### src/rtl/regwr_arbiter_pkg.sv
// ============================================================================
// Module   : regwr_arbiter_pkg
// Purpose  : Shared widths, write-enable levels and grant encoding for the
//            regfile write-port arbiter.
// Revision : 1.0
// ============================================================================
`default_nettype none

package regwr_arbiter_pkg;

    localparam int DATA_WIDTH      = 32;
    localparam int RADDR_WIDTH     = 5;
    localparam int LATE_FIFO_DEPTH = 2;
    localparam int DEF_STARVE_LIMIT = 4;

    localparam logic REG_WR_EN  = 1'b1;
    localparam logic REG_WR_DIS = 1'b0;

    localparam logic [RADDR_WIDTH-1:0] R_ZERO = '0;
    localparam logic [DATA_WIDTH-1:0]  ZERO   = '0;

    typedef enum logic [1:0] {
        GNT_NONE = 2'd0,
        GNT_PIPE = 2'd1,
        GNT_HEAD = 2'd2
    } grant_e;

    function automatic logic [31:0] onehot32(input logic [RADDR_WIDTH-1:0] a);
        return 32'(1) << a;
    endfunction

endpackage

`default_nettype wire

### src/rtl/wb_late_fifo.sv
// ============================================================================
// Module   : wb_late_fifo
// Purpose  : Late-return buffer with per-entry kill bits and address-match
//            kill so younger pipeline writes can squash stale entries.
// Revision : 1.0
// ============================================================================
`default_nettype none

module wb_late_fifo
    import regwr_arbiter_pkg::*;
#(
    parameter int DEPTH = LATE_FIFO_DEPTH
) (
    input  logic                         clk,
    input  logic                         rst_n,
    input  logic                         i_push,
    input  logic [RADDR_WIDTH-1:0]       i_push_waddr,
    input  logic [DATA_WIDTH-1:0]        i_push_wdata,
    input  logic                         i_push_kill,
    input  logic                         i_pop,
    input  logic                         i_kill_en,
    input  logic [RADDR_WIDTH-1:0]       i_kill_addr,
    output logic [RADDR_WIDTH-1:0]       o_head_waddr,
    output logic [DATA_WIDTH-1:0]        o_head_wdata,
    output logic                         o_head_kill,
    output logic                         o_empty,
    output logic                         o_full,
    output logic [DEPTH-1:0]             o_live,
    output logic [DEPTH*RADDR_WIDTH-1:0] o_entry_waddr
);

    localparam int AW = $clog2(DEPTH);
    localparam logic [AW:0] c_PTR_ONE = (AW+1)'(1);

    logic [AW:0]            r_wr_ptr;
    logic [AW:0]            r_rd_ptr;
    logic [DEPTH-1:0]       r_valid;
    logic [DEPTH-1:0]       r_kill;
    logic [RADDR_WIDTH-1:0] r_waddr [DEPTH];
    logic [DATA_WIDTH-1:0]  r_wdata [DEPTH];

    logic [AW-1:0] w_wr_idx;
    logic [AW-1:0] w_rd_idx;

    assign w_wr_idx = r_wr_ptr[AW-1:0];
    assign w_rd_idx = r_rd_ptr[AW-1:0];

    // Extra wrap bit distinguishes full from empty when the indices coincide.
    assign o_empty = (r_wr_ptr == r_rd_ptr);
    assign o_full  = (w_wr_idx == w_rd_idx) && (r_wr_ptr[AW] != r_rd_ptr[AW]);

    assign o_head_waddr = r_waddr[w_rd_idx];
    assign o_head_wdata = r_wdata[w_rd_idx];
    assign o_head_kill  = r_kill[w_rd_idx];
    assign o_live       = r_valid & ~r_kill;

    for (genvar g = 0; g < DEPTH; g++) begin : g_entry_addr
        assign o_entry_waddr[g*RADDR_WIDTH +: RADDR_WIDTH] = r_waddr[g];
    end

    always_ff @(posedge clk) begin
        if (!rst_n) begin
            r_wr_ptr <= '0;
            r_rd_ptr <= '0;
            r_valid  <= '0;
            r_kill   <= '0;
        end else begin
            if (i_kill_en) begin
                for (int i = 0; i < DEPTH; i++) begin
                    if (r_valid[i] && (r_waddr[i] == i_kill_addr)) begin
                        r_kill[i] <= 1'b1;
                    end
                end
            end
            if (i_pop) begin
                r_valid[w_rd_idx] <= 1'b0;
                r_rd_ptr          <= r_rd_ptr + c_PTR_ONE;
            end
            // Push is never issued when full, so it cannot collide with the popped slot.
            if (i_push) begin
                r_waddr[w_wr_idx] <= i_push_waddr;
                r_wdata[w_wr_idx] <= i_push_wdata;
                r_kill[w_wr_idx]  <= i_push_kill;
                r_valid[w_wr_idx] <= 1'b1;
                r_wr_ptr          <= r_wr_ptr + c_PTR_ONE;
            end
        end
    end

endmodule

`default_nettype wire

### src/rtl/regwr_arbiter.sv
// ============================================================================
// Module   : regwr_arbiter
// Purpose  : Shares the regfile write port between in-order writeback and
//            buffered late load returns, with a starvation stall and busy mask.
// Revision : 1.0
// ============================================================================
`default_nettype none

module regwr_arbiter
    import regwr_arbiter_pkg::*;
#(
    parameter int DEPTH        = LATE_FIFO_DEPTH,
    parameter int STARVE_LIMIT = DEF_STARVE_LIMIT
) (
    input  logic                   clk,
    input  logic                   rst_n,
    input  logic                   pipe_we,
    input  logic [RADDR_WIDTH-1:0] pipe_waddr,
    input  logic [DATA_WIDTH-1:0]  pipe_wdata,
    input  logic                   lsu_valid,
    output logic                   lsu_ready,
    input  logic [RADDR_WIDTH-1:0] lsu_waddr,
    input  logic [DATA_WIDTH-1:0]  lsu_wdata,
    output logic                   pipe_stall,
    output logic                   rf_we,
    output logic [RADDR_WIDTH-1:0] rf_waddr,
    output logic [DATA_WIDTH-1:0]  rf_wdata,
    output logic [31:0]            busy_mask
);

    localparam int AGE_W = $clog2(STARVE_LIMIT + 1);
    localparam logic [AGE_W-1:0] c_AGE_MAX = AGE_W'(STARVE_LIMIT - 1);
    localparam logic [AGE_W-1:0] c_AGE_ONE = AGE_W'(1);

    logic             r_stall;
    logic [AGE_W-1:0] r_age;

    grant_e                       w_grant;
    logic                         w_pipe_gnt;
    logic                         w_head_gnt;
    logic                         w_push;
    logic                         w_push_kill;
    logic                         w_stall_nxt;
    logic [RADDR_WIDTH-1:0]       w_head_waddr;
    logic [DATA_WIDTH-1:0]        w_head_wdata;
    logic                         w_head_kill;
    logic                         w_empty;
    logic                         w_full;
    logic [DEPTH-1:0]             w_live;
    logic [DEPTH*RADDR_WIDTH-1:0] w_entry_waddr;

    wb_late_fifo #(
        .DEPTH (DEPTH)
    ) u_fifo (
        .clk           (clk),
        .rst_n         (rst_n),
        .i_push        (w_push),
        .i_push_waddr  (lsu_waddr),
        .i_push_wdata  (lsu_wdata),
        .i_push_kill   (w_push_kill),
        .i_pop         (w_head_gnt),
        .i_kill_en     (w_pipe_gnt),
        .i_kill_addr   (pipe_waddr),
        .o_head_waddr  (w_head_waddr),
        .o_head_wdata  (w_head_wdata),
        .o_head_kill   (w_head_kill),
        .o_empty       (w_empty),
        .o_full        (w_full),
        .o_live        (w_live),
        .o_entry_waddr (w_entry_waddr)
    );

    // A stall cycle belongs to the buffer head; pipe_* is ignored entirely.
    always_comb begin
        w_grant = GNT_NONE;
        if (r_stall) begin
            if (!w_empty) begin
                w_grant = GNT_HEAD;
            end
        end else if ((pipe_we == REG_WR_EN) && (pipe_waddr != R_ZERO)) begin
            w_grant = GNT_PIPE;
        end else if (!w_empty) begin
            w_grant = GNT_HEAD;
        end
    end

    assign w_pipe_gnt  = (w_grant == GNT_PIPE);
    assign w_head_gnt  = (w_grant == GNT_HEAD);
    assign w_push      = lsu_valid && !w_full && (lsu_waddr != R_ZERO);
    assign w_push_kill = w_pipe_gnt && (pipe_waddr == lsu_waddr);
    assign lsu_ready   = !w_full;
    assign pipe_stall  = r_stall;

    assign w_stall_nxt = !r_stall &&
                         ((!w_empty && !w_head_gnt && (r_age == c_AGE_MAX)) ||
                          (w_full && lsu_valid));

    always_comb begin
        rf_we    = REG_WR_DIS;
        rf_waddr = R_ZERO;
        rf_wdata = ZERO;
        if (rst_n) begin
            if (w_pipe_gnt) begin
                rf_we    = REG_WR_EN;
                rf_waddr = pipe_waddr;
                rf_wdata = pipe_wdata;
            end else if (w_head_gnt && !w_head_kill) begin
                rf_we    = REG_WR_EN;
                rf_waddr = w_head_waddr;
                rf_wdata = w_head_wdata;
            end
        end
    end

    always_comb begin
        busy_mask = '0;
        for (int i = 0; i < DEPTH; i++) begin
            if (w_live[i]) begin
                busy_mask = busy_mask | onehot32(w_entry_waddr[i*RADDR_WIDTH +: RADDR_WIDTH]);
            end
        end
        busy_mask[0] = 1'b0;
    end

    always_ff @(posedge clk) begin
        if (!rst_n) begin
            r_stall <= 1'b0;
            r_age   <= '0;
        end else begin
            r_stall <= w_stall_nxt;
            r_age   <= (w_empty || w_head_gnt) ? '0 : (r_age + c_AGE_ONE);
        end
    end

endmodule

`default_nettype wire

### config.mk
export PLATFORM = sky130hd
export DESIGN_NAME = regwr_arbiter
export DESIGN_NICKNAME = d
export VERILOG_FILES = /design/src/rtl/regwr_arbiter_pkg.sv /design/src/rtl/wb_late_fifo.sv /design/src/rtl/regwr_arbiter.sv
export SDC_FILE = /design/constraint.sdc
export NUM_CORES = 1
export LEC_CHECK = 0
export ABC_CLOCK_PERIOD_IN_PS = 8100
export BUFFER_PORTS_ARGS = -buffer_cell sky130_fd_sc_hd__buf_2
export CAP_MARGIN = 20
export CORE_AREA = 5 5 98 100
export DETAILED_ROUTE_END_ITERATION = 8
export DIE_AREA = 0 0 103 105
export PLACE_DENSITY = 0.89
export SYNTH_ARGS = -nofsm -noshare
export SYNTH_HDL_FRONTEND = slang
export SYNTH_HIERARCHICAL = 1
export SYNTH_SLANG_ARGS = --single-unit
### constraint.sdc
create_clock -name clk -period 8.1 [get_ports clk]
set_clock_uncertainty 0.2 [all_clocks]
set_input_delay 1.62 -clock clk [delete_from_list [all_inputs] [get_ports clk]]
set_output_delay 1.62 -clock clk [all_outputs]
set_load 0.005 [all_outputs]
==> results of run 1 <==
path summary, 6_finish.rpt:
check | start | end | cells past startpoint
worst max register to register | u_fifo/r_rd_ptr[0] | u_fifo/r_wdata[0][16] | 6
worst min register to register | r_age[0] | r_age[0] | 1
worst max-delay path | pipe_waddr[2] | rf_we | 7
worst min-delay path | r_age[0] | r_age[0] | 1
per-layer routing:
metal | routed length (µm) | GRT usage | vias up
met5 | 0 | 0 | -
met4 | 127 | 0.0426 | 0
met2 | 5700 | 0.374 | 188
li1 | - | - | 1726
met3 | 947 | 0.0520 | 13
met1 | 4410 | 0.245 | 1718
area by class of cell:
class | count | area share
Clock buffer | 10 | 0.0231
Timing Repair Buffer | 150 | 0.137
Clock inverter | 6 | 0.0111
Multi-Input combinational cell | 276 | 0.349
Sequential cell | 87 | 0.449
Tap cell | 108 | 0.0244
Inverter | 10 | 0.00679
power groups by stage:
stage | registers (µW) | logic [µW] | clock network (µW)
floorplan | 533 | 145 | 0
global placement | 550 | 199 | 0
detailed placement | 553 | 206 | 0
CTS | 542 | 207 | 291
global route | 546 | 227 | 312
finish | 542 | 206 | 285
worst reg2reg max path: cells and delay by family (launching register included):
family,cells,cell delay [ns]
AOI/OAI and AO/OA,1,0.24
xor gates and xnor gates,1,0.20
buffers and inverters,1,0.07
and+or+nand+nor,3,1.22
DFF,1,0.43
through the flow:
| stage | power (µW) | std cells | cell area (µm²) | worst slack, ns | hold WS, ns |
|---|---|---|---|---|---|
| 3_3_place_gp | 750 | 631 | 5340 | 2.52 | 0.217 |
| 5_1_grt | 1090 | 647 | 5530 | 2.28 | 0.265 |
| 4_1_cts | 1040 | 647 | 5530 | 2.43 | 0.250 |
| 3_5_place_dp | 759 | 631 | 5340 | 2.44 | 0.238 |
| 2_1_floorplan | 678 | 394 | 4570 | 3.46 | 0.208 |
| 6_report | 1030 | 647 | 5530 | 2.45 | 0.252 |
Yosys cell counts (2+ instances only):
| cell | n |
|---|---|
| sky130_fd_sc_hd__nor3_1 | 3 |
| sky130_fd_sc_hd__or3_1 | 2 |
| sky130_fd_sc_hd__nand4_1 | 3 |
| sky130_fd_sc_hd__buf_2 | 4 |
| sky130_fd_sc_hd__edfxtp_1 | 74 |
| sky130_fd_sc_hd__o21ai_1 | 4 |
| sky130_fd_sc_hd__nand2b_1 | 5 |
| sky130_fd_sc_hd__inv_1 | 9 |
| sky130_fd_sc_hd__nor4_1 | 2 |
| sky130_fd_sc_hd__ha_1 | 2 |
| sky130_fd_sc_hd__mux2i_1 | 33 |
| sky130_fd_sc_hd__xor2_1 | 7 |
| sky130_fd_sc_hd__xnor2_1 | 9 |
| sky130_fd_sc_hd__clkbuf_1 | 12 |
| sky130_fd_sc_hd__dfxtp_1 | 13 |
| sky130_fd_sc_hd__nor2b_1 | 11 |
| sky130_fd_sc_hd__o21a_1 | 2 |
| sky130_fd_sc_hd__mux2_1 | 35 |
| sky130_fd_sc_hd__nand3_1 | 7 |
| sky130_fd_sc_hd__nand3b_1 | 5 |
| sky130_fd_sc_hd__a21oi_1 | 4 |
| sky130_fd_sc_hd__nor2_1 | 6 |
| sky130_fd_sc_hd__or3b_2 | 3 |
| sky130_fd_sc_hd__o22ai_1 | 31 |
| sky130_fd_sc_hd__nand2_1 | 78 |
| sky130_fd_sc_hd__and2_1 | 4 |
| sky130_fd_sc_hd__buf_8 | 3 |
| sky130_fd_sc_hd__a32o_1 | 4 |
| sky130_fd_sc_hd__a21boi_1 | 3 |
flip-flops by register name, summed over array words and instances (netlist names), named ones only:
signal	cells
pipe_stall	1
r_age	3
u_fifo/r_kill	2
u_fifo/r_rd_ptr	2
u_fifo/r_valid	2
u_fifo/r_waddr	10
u_fifo/r_wdata	64
u_fifo/r_wr_ptr	2
cells by family after synthesis:
group | Yosys count | synth area share
multiplexers | 68 | 0.159
other | 1 | 0.000821
AND/OR/NAND/NOR | 135 | 0.142
XOR/XNOR | 16 | 0.0307
adder cells (fa/ha/maj) | 2 | 0.00548
flip-flops | 87 | 0.543
buffers and inverters | 31 | 0.0364
AO/OA/AOI/OAI | 54 | 0.0822
==> impl_summary.log, run 1 <==
INFO  metric cts_max_path_buffers = 2
INFO  metric syn_inst = 394
INFO  metric post-cts-setup-buffer-count = 0
INFO  metric finalHoldViolations = 0
INFO  metric drv.max_cap_violation_count = 0
INFO  metric drt_pass1_iterations = 5
INFO  metric io_pins = 150
INFO  metric global_route.usage.total = 0.207
INFO  metric setup.worst_path.start_class = input pin
INFO  metric critical_path.n_buffers_inverters = 4
INFO  metric worst_slew_margin_rel = 0.359
INFO  metric syn_avg_cell_area = 11.6 µm²
INFO  metric ys.flop_type = sky130_fd_sc_hd__edfxtp_1
INFO  metric io_buffers = 148
INFO  metric synthesis.yosys.warnings = 6
INFO  metric sequential_cell_area = 2480 µm²
INFO  metric cell_internal_pwr = 751 µW
INFO  metric synth_enable_flop_cells = 74
INFO  metric clock_buffers_created_by_tritoncts = 9
INFO  metric grt_start_max_net_pins = 50
INFO  metric asyncSetResetFlopFracSynth = 0
INFO  metric worstPathArrival = 3.83 ns
INFO  metric critical_path.top_delay_family = buffers and inverters
INFO  metric row_count = 34
INFO  metric syn-num-nets = 474
INFO  metric multi_input_area = 1930 µm²
INFO  metric drt-initial-drc-count = 213
INFO  metric detail_route.vias_per_cell = 5.63
INFO  metric p_sw_frac = 0.273
INFO  metric antenna_found_initial = 0
INFO  metric min_path_type = reg -> reg
INFO  metric dieWidth = 103 µm
INFO  metric ant_nets = 0
INFO  metric worst-r2r-setup-slack = 5.35 ns
INFO  metric run_status = finished clean
INFO  metric n_fill_cell = 687
INFO  metric critPathMaxFanout = 27
INFO  metric max_slew.worst_pin.slew = 0.962 ns
INFO  metric critical_path.cell_chain = buf_2 > or4_4 > o21ai_4 > buf_4 > inv_1 > o21a_1 > buf_2
INFO  metric place_hpwl = 8300 µm
INFO  metric cp.required = 6.28 ns
INFO  metric cp_common_cell = sky130_fd_sc_hd__buf_2
INFO  metric power.density_cell_area = 187 nW/µm²
INFO  metric postSynthRegisterBits = 87
INFO  metric n_antenna_cell = 0
INFO  metric synth.top_cells.by_area = sky130_fd_sc_hd__edfxtp_1, sky130_fd_sc_hd__mux2_1, sky130_fd_sc_hd__mux2i_1
INFO  metric finalCoreUtilization = 0.643
INFO  metric drcViolationCount = 0
INFO  metric timing.setup.critical_path_class = in -> out
INFO  metric hold_fix_buffers_cts = 0
INFO  metric final-setup-viol-count = 0
INFO  metric synthDominantCellAreaShare = 0.486
INFO  metric power_frac_clock = 0.276
INFO  metric h-tree-depth = 3
INFO  metric register_clock_pin_slew_on_the_reported_worst_setup_and_hold_paths = 0.08 ns
INFO  metric most_frequent_cells_in_the_layout = sky130_fd_sc_hd__buf_2, sky130_fd_sc_hd__nand2_1, sky130_fd_sc_hd__edfxtp_1, sky130_fd_sc_hd__mux2_1, sky130_fd_sc_hd__mux2i_1
INFO  metric seq_power_share = 0.525
INFO  metric detail_route.wl_per_cell = 17.3 µm
INFO  metric netlist_area = 4570 µm²
INFO  metric power.combinational.fraction = 0.199
INFO  metric drv_slew = 0
INFO  metric layout_worst_path_cycle_share = 0.698
INFO  metric drive_above_1_share = 0.328
INFO  metric switching_power = 282 µW
INFO  metric timing.setup.tns = 0 ns
INFO  metric timing.final.crit_period = 5.65 ns
INFO  metric max-vdd-ir-drop = 0.127 mV
INFO  metric cts.sink_count = 87
INFO  metric placeableCoreArea = 8590 µm²
INFO  metric area_of_the_die = 10800 µm²
INFO  metric crit_path_top_delay_cell = sky130_fd_sc_hd__or4_4
INFO  metric synth_area_leader_cell = sky130_fd_sc_hd__edfxtp_1
INFO  metric clockRootBuffer = sky130_fd_sc_hd__clkbuf_8
INFO  metric ys_seq_area_frac = 0.543
INFO  metric setup.worst_path.end_class = primary output
INFO  metric timing.fmax = 0.177 GHz
INFO  metric nNetsFinal = 614
INFO  metric routed_via_count = 3645
INFO  metric initial_utilization = 0.532
INFO  metric leakage = 0.00230 µW
INFO  metric first_global_vias = 3643
INFO  metric grt_setup_unrepaired = no
INFO  metric chipHeight = 105 µm
INFO  metric timing.critical_path.slowest_cell_delay = 0.55 ns
INFO  metric tritoncts = done
INFO  metric yosysUniqueCellTypes = 45
INFO  metric area_delta_synth_final = 21.0%
INFO  metric final_common_cell = sky130_fd_sc_hd__buf_2
INFO  metric post_cts.resized_instances = 0
INFO  metric route.final.wire_length = 11200 µm
INFO  metric grt_overflow = 0
INFO  metric wire_length_of_the_first_global_routing_pass = 17600 µm
INFO  metric clk_latency = 0.34 ns
INFO  metric place.gp.congestion = 0.918
(Power assumes the default switching activity.)
==> inputs of run 2 (changes only) <==
ABC_AREA = 1   (was not set)
ABC_CLOCK_PERIOD_IN_PS = 5700   (was 8100)
CORE_AREA = 5 5 104 106   (was 5 5 98 100)
DIE_AREA = 0 0 109 111   (was 0 0 103 105)
PLACE_DENSITY = 0.84   (was 0.89)
clock period = 5.7 ns   (was 8.1 ns; I/O delays follow)
==> impl_summary.log, run 2 <==
INFO  metric p_total = 1710 µW
INFO  metric leakage = 0.00265 µW
INFO  metric clockRootBuffer = sky130_fd_sc_hd__clkbuf_8
INFO  metric largest_register_ffs = 64
INFO  metric min_path_type = reg -> reg
INFO  metric preCtsSetupSlack = 1.48 ns
INFO  metric power.combinational.fraction = 0.222
INFO  metric postLayoutSetupSlackWorst = 1.46 ns
INFO  metric first_global_vias = 4380
INFO  metric cp_common_cell = sky130_fd_sc_hd__buf_2
INFO  metric drv_slew = 0
INFO  metric post_cts.resized_instances = 0
INFO  metric critical_path.cell_chain = buf_2 > nor2_1 > nand3_2 > nand2_4 > inv_2 > nand2_1 > a21oi_1 > buf_2
INFO  metric ys.flop_type = sky130_fd_sc_hd__edfxtp_1
INFO  metric p_sw_frac = 0.281
INFO  metric tritoncts = done
INFO  metric timing.final.crit_period = 4.24 ns
INFO  metric row_count = 36
INFO  metric grt_setup_unrepaired = no
INFO  metric clock_buffers_created_by_tritoncts = 9
INFO  metric synthesis.yosys.warnings = 6
INFO  metric wire_length_of_the_first_global_routing_pass = 20300 µm
INFO  metric setup.worst_path.start_class = input pin
INFO  metric worst-r2r-setup-slack = 3.41 ns
INFO  metric asyncSetResetFlopFracSynth = 0
INFO  metric critical_path.reg2reg.startpoint = pipe_stall
INFO  metric place_hpwl = 9510 µm
INFO  metric antenna_found_initial = 0
INFO  metric hold_path_startpoint = r_age[0]
INFO  metric layout_worst_path_cycle_share = 0.743
INFO  metric drive_above_1_share = 0.313
INFO  metric switching_power = 480 µW
INFO  metric power_frac_clock = 0.329
INFO  metric worst_slew_margin_rel = 0.300
INFO  metric area_delta_synth_final = 21.1%
INFO  metric max-vdd-ir-drop = 0.216 mV
INFO  metric stdcell_area = 5970 µm²
INFO  metric cp.required = 4.36 ns
INFO  metric grt_overflow = 0
INFO  metric placeableCoreArea = 9680 µm²
INFO  metric worstPathArrival = 2.90 ns
INFO  metric drt-initial-drc-count = 385
INFO  metric most_frequent_cells_in_the_layout = sky130_fd_sc_hd__buf_2, sky130_fd_sc_hd__nand2_1, sky130_fd_sc_hd__edfxtp_1, sky130_fd_sc_hd__inv_1, sky130_fd_sc_hd__a21oi_1
INFO  metric hold_fix_buffers_cts = 0
INFO  metric worstSetupStartpoint = pipe_waddr[2]
INFO  metric io_pins = 150
INFO  metric initial_utilization = 0.509
INFO  metric crit_path_top_delay_cell = sky130_fd_sc_hd__inv_2
INFO  metric critPathMaxFanout = 41
INFO  metric h-tree-depth = 3
INFO  metric synth.top_cells.by_area = sky130_fd_sc_hd__edfxtp_1, sky130_fd_sc_hd__nand2_1, sky130_fd_sc_hd__mux2_4
INFO  metric detail_route.vias_per_cell = 5.45
INFO  metric post-cts-setup-buffer-count = 0
INFO  metric registers.top_by_ff_count = u_fifo/r_wdata
INFO  metric register_clock_pin_slew_on_the_reported_worst_setup_and_hold_paths = 0.08 ns
INFO  metric netlist_area = 4930 µm²
INFO  metric timing.setup.tns = 0 ns
INFO  metric route.final.wire_length = 13300 µm
INFO  metric yosysUniqueCellTypes = 32
INFO  metric nNetsFinal = 747
INFO  metric clk_latency = 0.36 ns
INFO  metric global_route.usage.total = 0.214
INFO  metric n_fill_cell = 790
INFO  metric routed_via_count = 4384
INFO  metric synthDominantCellAreaShare = 0.451
INFO  metric run_status = finished clean
INFO  metric drcViolationCount = 0
INFO  metric dieWidth = 109 µm
INFO  metric cts.sink_count = 87
INFO  metric seq_power_share = 0.448
INFO  metric io_buffers = 148
INFO  metric synth_area_leader_cell = sky130_fd_sc_hd__edfxtp_1
INFO  metric timing.critical_path.to = rf_waddr[3]
INFO  metric ys_seq_area_frac = 0.503
INFO  metric yosysMostFrequentCell = sky130_fd_sc_hd__nand2_1
INFO  metric max_slew.worst_pin.slew = 1.04 ns
INFO  metric r2r_end = u_fifo/r_kill[1]
INFO  metric power.density_cell_area = 286 nW/µm²
INFO  metric chipHeight = 111 µm
INFO  metric detail_route.wl_per_cell = 16.5 µm
INFO  metric final-setup-viol-count = 0
INFO  metric post_dp_cell_area = 5660 µm²
INFO  metric cts_max_path_buffers = 2
INFO  metric syn_avg_cell_area = 9.30 µm²
INFO  metric synth_enable_flop_cells = 74
INFO  metric n_antenna_cell = 0
INFO  metric syn_inst = 530
INFO  metric synth_top_cells_by_count = sky130_fd_sc_hd__nand2_1, sky130_fd_sc_hd__edfxtp_1, sky130_fd_sc_hd__inv_1
INFO  metric syn-num-nets = 610
INFO  metric setup.worst_path.end_class = primary output
INFO  metric final_common_cell = sky130_fd_sc_hd__buf_2
INFO  metric finalHoldViolations = 0
INFO  metric timing.critical_path.slowest_cell_delay = 0.62 ns
INFO  metric timing.setup.critical_path_class = in -> out
INFO  metric area_of_the_die = 12100 µm²
INFO  metric reg2regPathDepth = 9
INFO  metric largest_registers = u_fifo/r_wdata (64), u_fifo/r_waddr (10), r_age (3)
INFO  metric grt_start_max_net_pins = 42
INFO  metric cell_internal_pwr = 1230 µW
INFO  metric drt_pass1_iterations = 7
INFO  metric timing.fmax = 0.236 GHz
INFO  metric place.gp.congestion = 0.987
INFO  metric drv.max_cap_violation_count = 0
INFO  metric postSynthRegisterBits = 87
INFO  metric ant_nets = 0
-- run 2: changes by cell type after synthesis, sizes merged, moves of 8 or more --
cell   delta
nor2b    -11
nor2     +30
o21ai    +36
inv      +44
nand3     +8
mux2i    -33
buf       +9
nor3      +8
nand2    +53
o22ai    -30
a21oi    +40
nand4    +35
-- run 2: worst min-delay path by stage --
stage | to | slack [ns] | cells after the start
3_3_place_gp | r_age[0] | 0.21 | 1
2_1_floorplan | r_age[0] | 0.20 | 1
5_1_grt | r_age[0] | 0.25 | 1
4_1_cts | r_age[0] | 0.23 | 1
3_5_place_dp | r_age[0] | 0.22 | 1
6_report | r_age[0] | 0.23 | 1
-- run 2: layer usage --
layer  global-route usage  wire, µm
met3               0.0373      1160
met4                0.113       453
met5                    0         0
met2                0.370      6440
met1                0.248      5210
-- run 2: kinds of logic (layout without fill, tap and decap cells) --
group / Yosys count / after routing / share of synthesized area
xor gates and xnor gates: 7 / 7 / 0.0124
muxes: 32 / 32 / 0.0959
AOI/OAI and AO/OA: 89 / 89 / 0.0926
DFF: 87 / 87 / 0.503
buffers and inverters: 81 / 223 / 0.0832
other: 1 / 1 / 0.000760
and+or+nand+nor: 231 / 231 / 0.207
adders and majority gates: 2 / 2 / 0.00507
-- run 2: through the flow --
stage | hold slack (ns) | utilization | instances
2_1_floorplan | 0.199 | - | 530
5_1_grt | 0.247 | 0.616 | 805
6_report | 0.226 | 0.616 | 805
4_1_cts | 0.229 | 0.612 | 803
3_5_place_dp | 0.217 | 0.585 | 787
3_3_place_gp | 0.207 | 0.585 | 787
-- run 2: power by group through the flow --
stage	Combinational (µW)	Clock, µW	Sequential [µW]
2_1_floorplan	291	0	760
3_3_place_gp	363	0	777
3_5_place_dp	370	0	780
4_1_cts	374	565	766
5_1_grt	412	591	769
6_report	379	562	765
-- run 2: worst max-delay path: cells and delay by family --
family	cells	cell delay, ns
simple gates	4	0.50
compound gates	1	0.28
buf+inv	3	0.96
-- run 2: layout make-up --
cell class	instances	area, µm²	area share
clock inverters	7	144	0.0241
flip-flops and latches	87	2480	0.416
clock buffers	9	124	0.0208
repair buffers	151	788	0.132
multi-input cells	362	2050	0.344
well taps	133	166	0.0279
inverters	56	210	0.0352
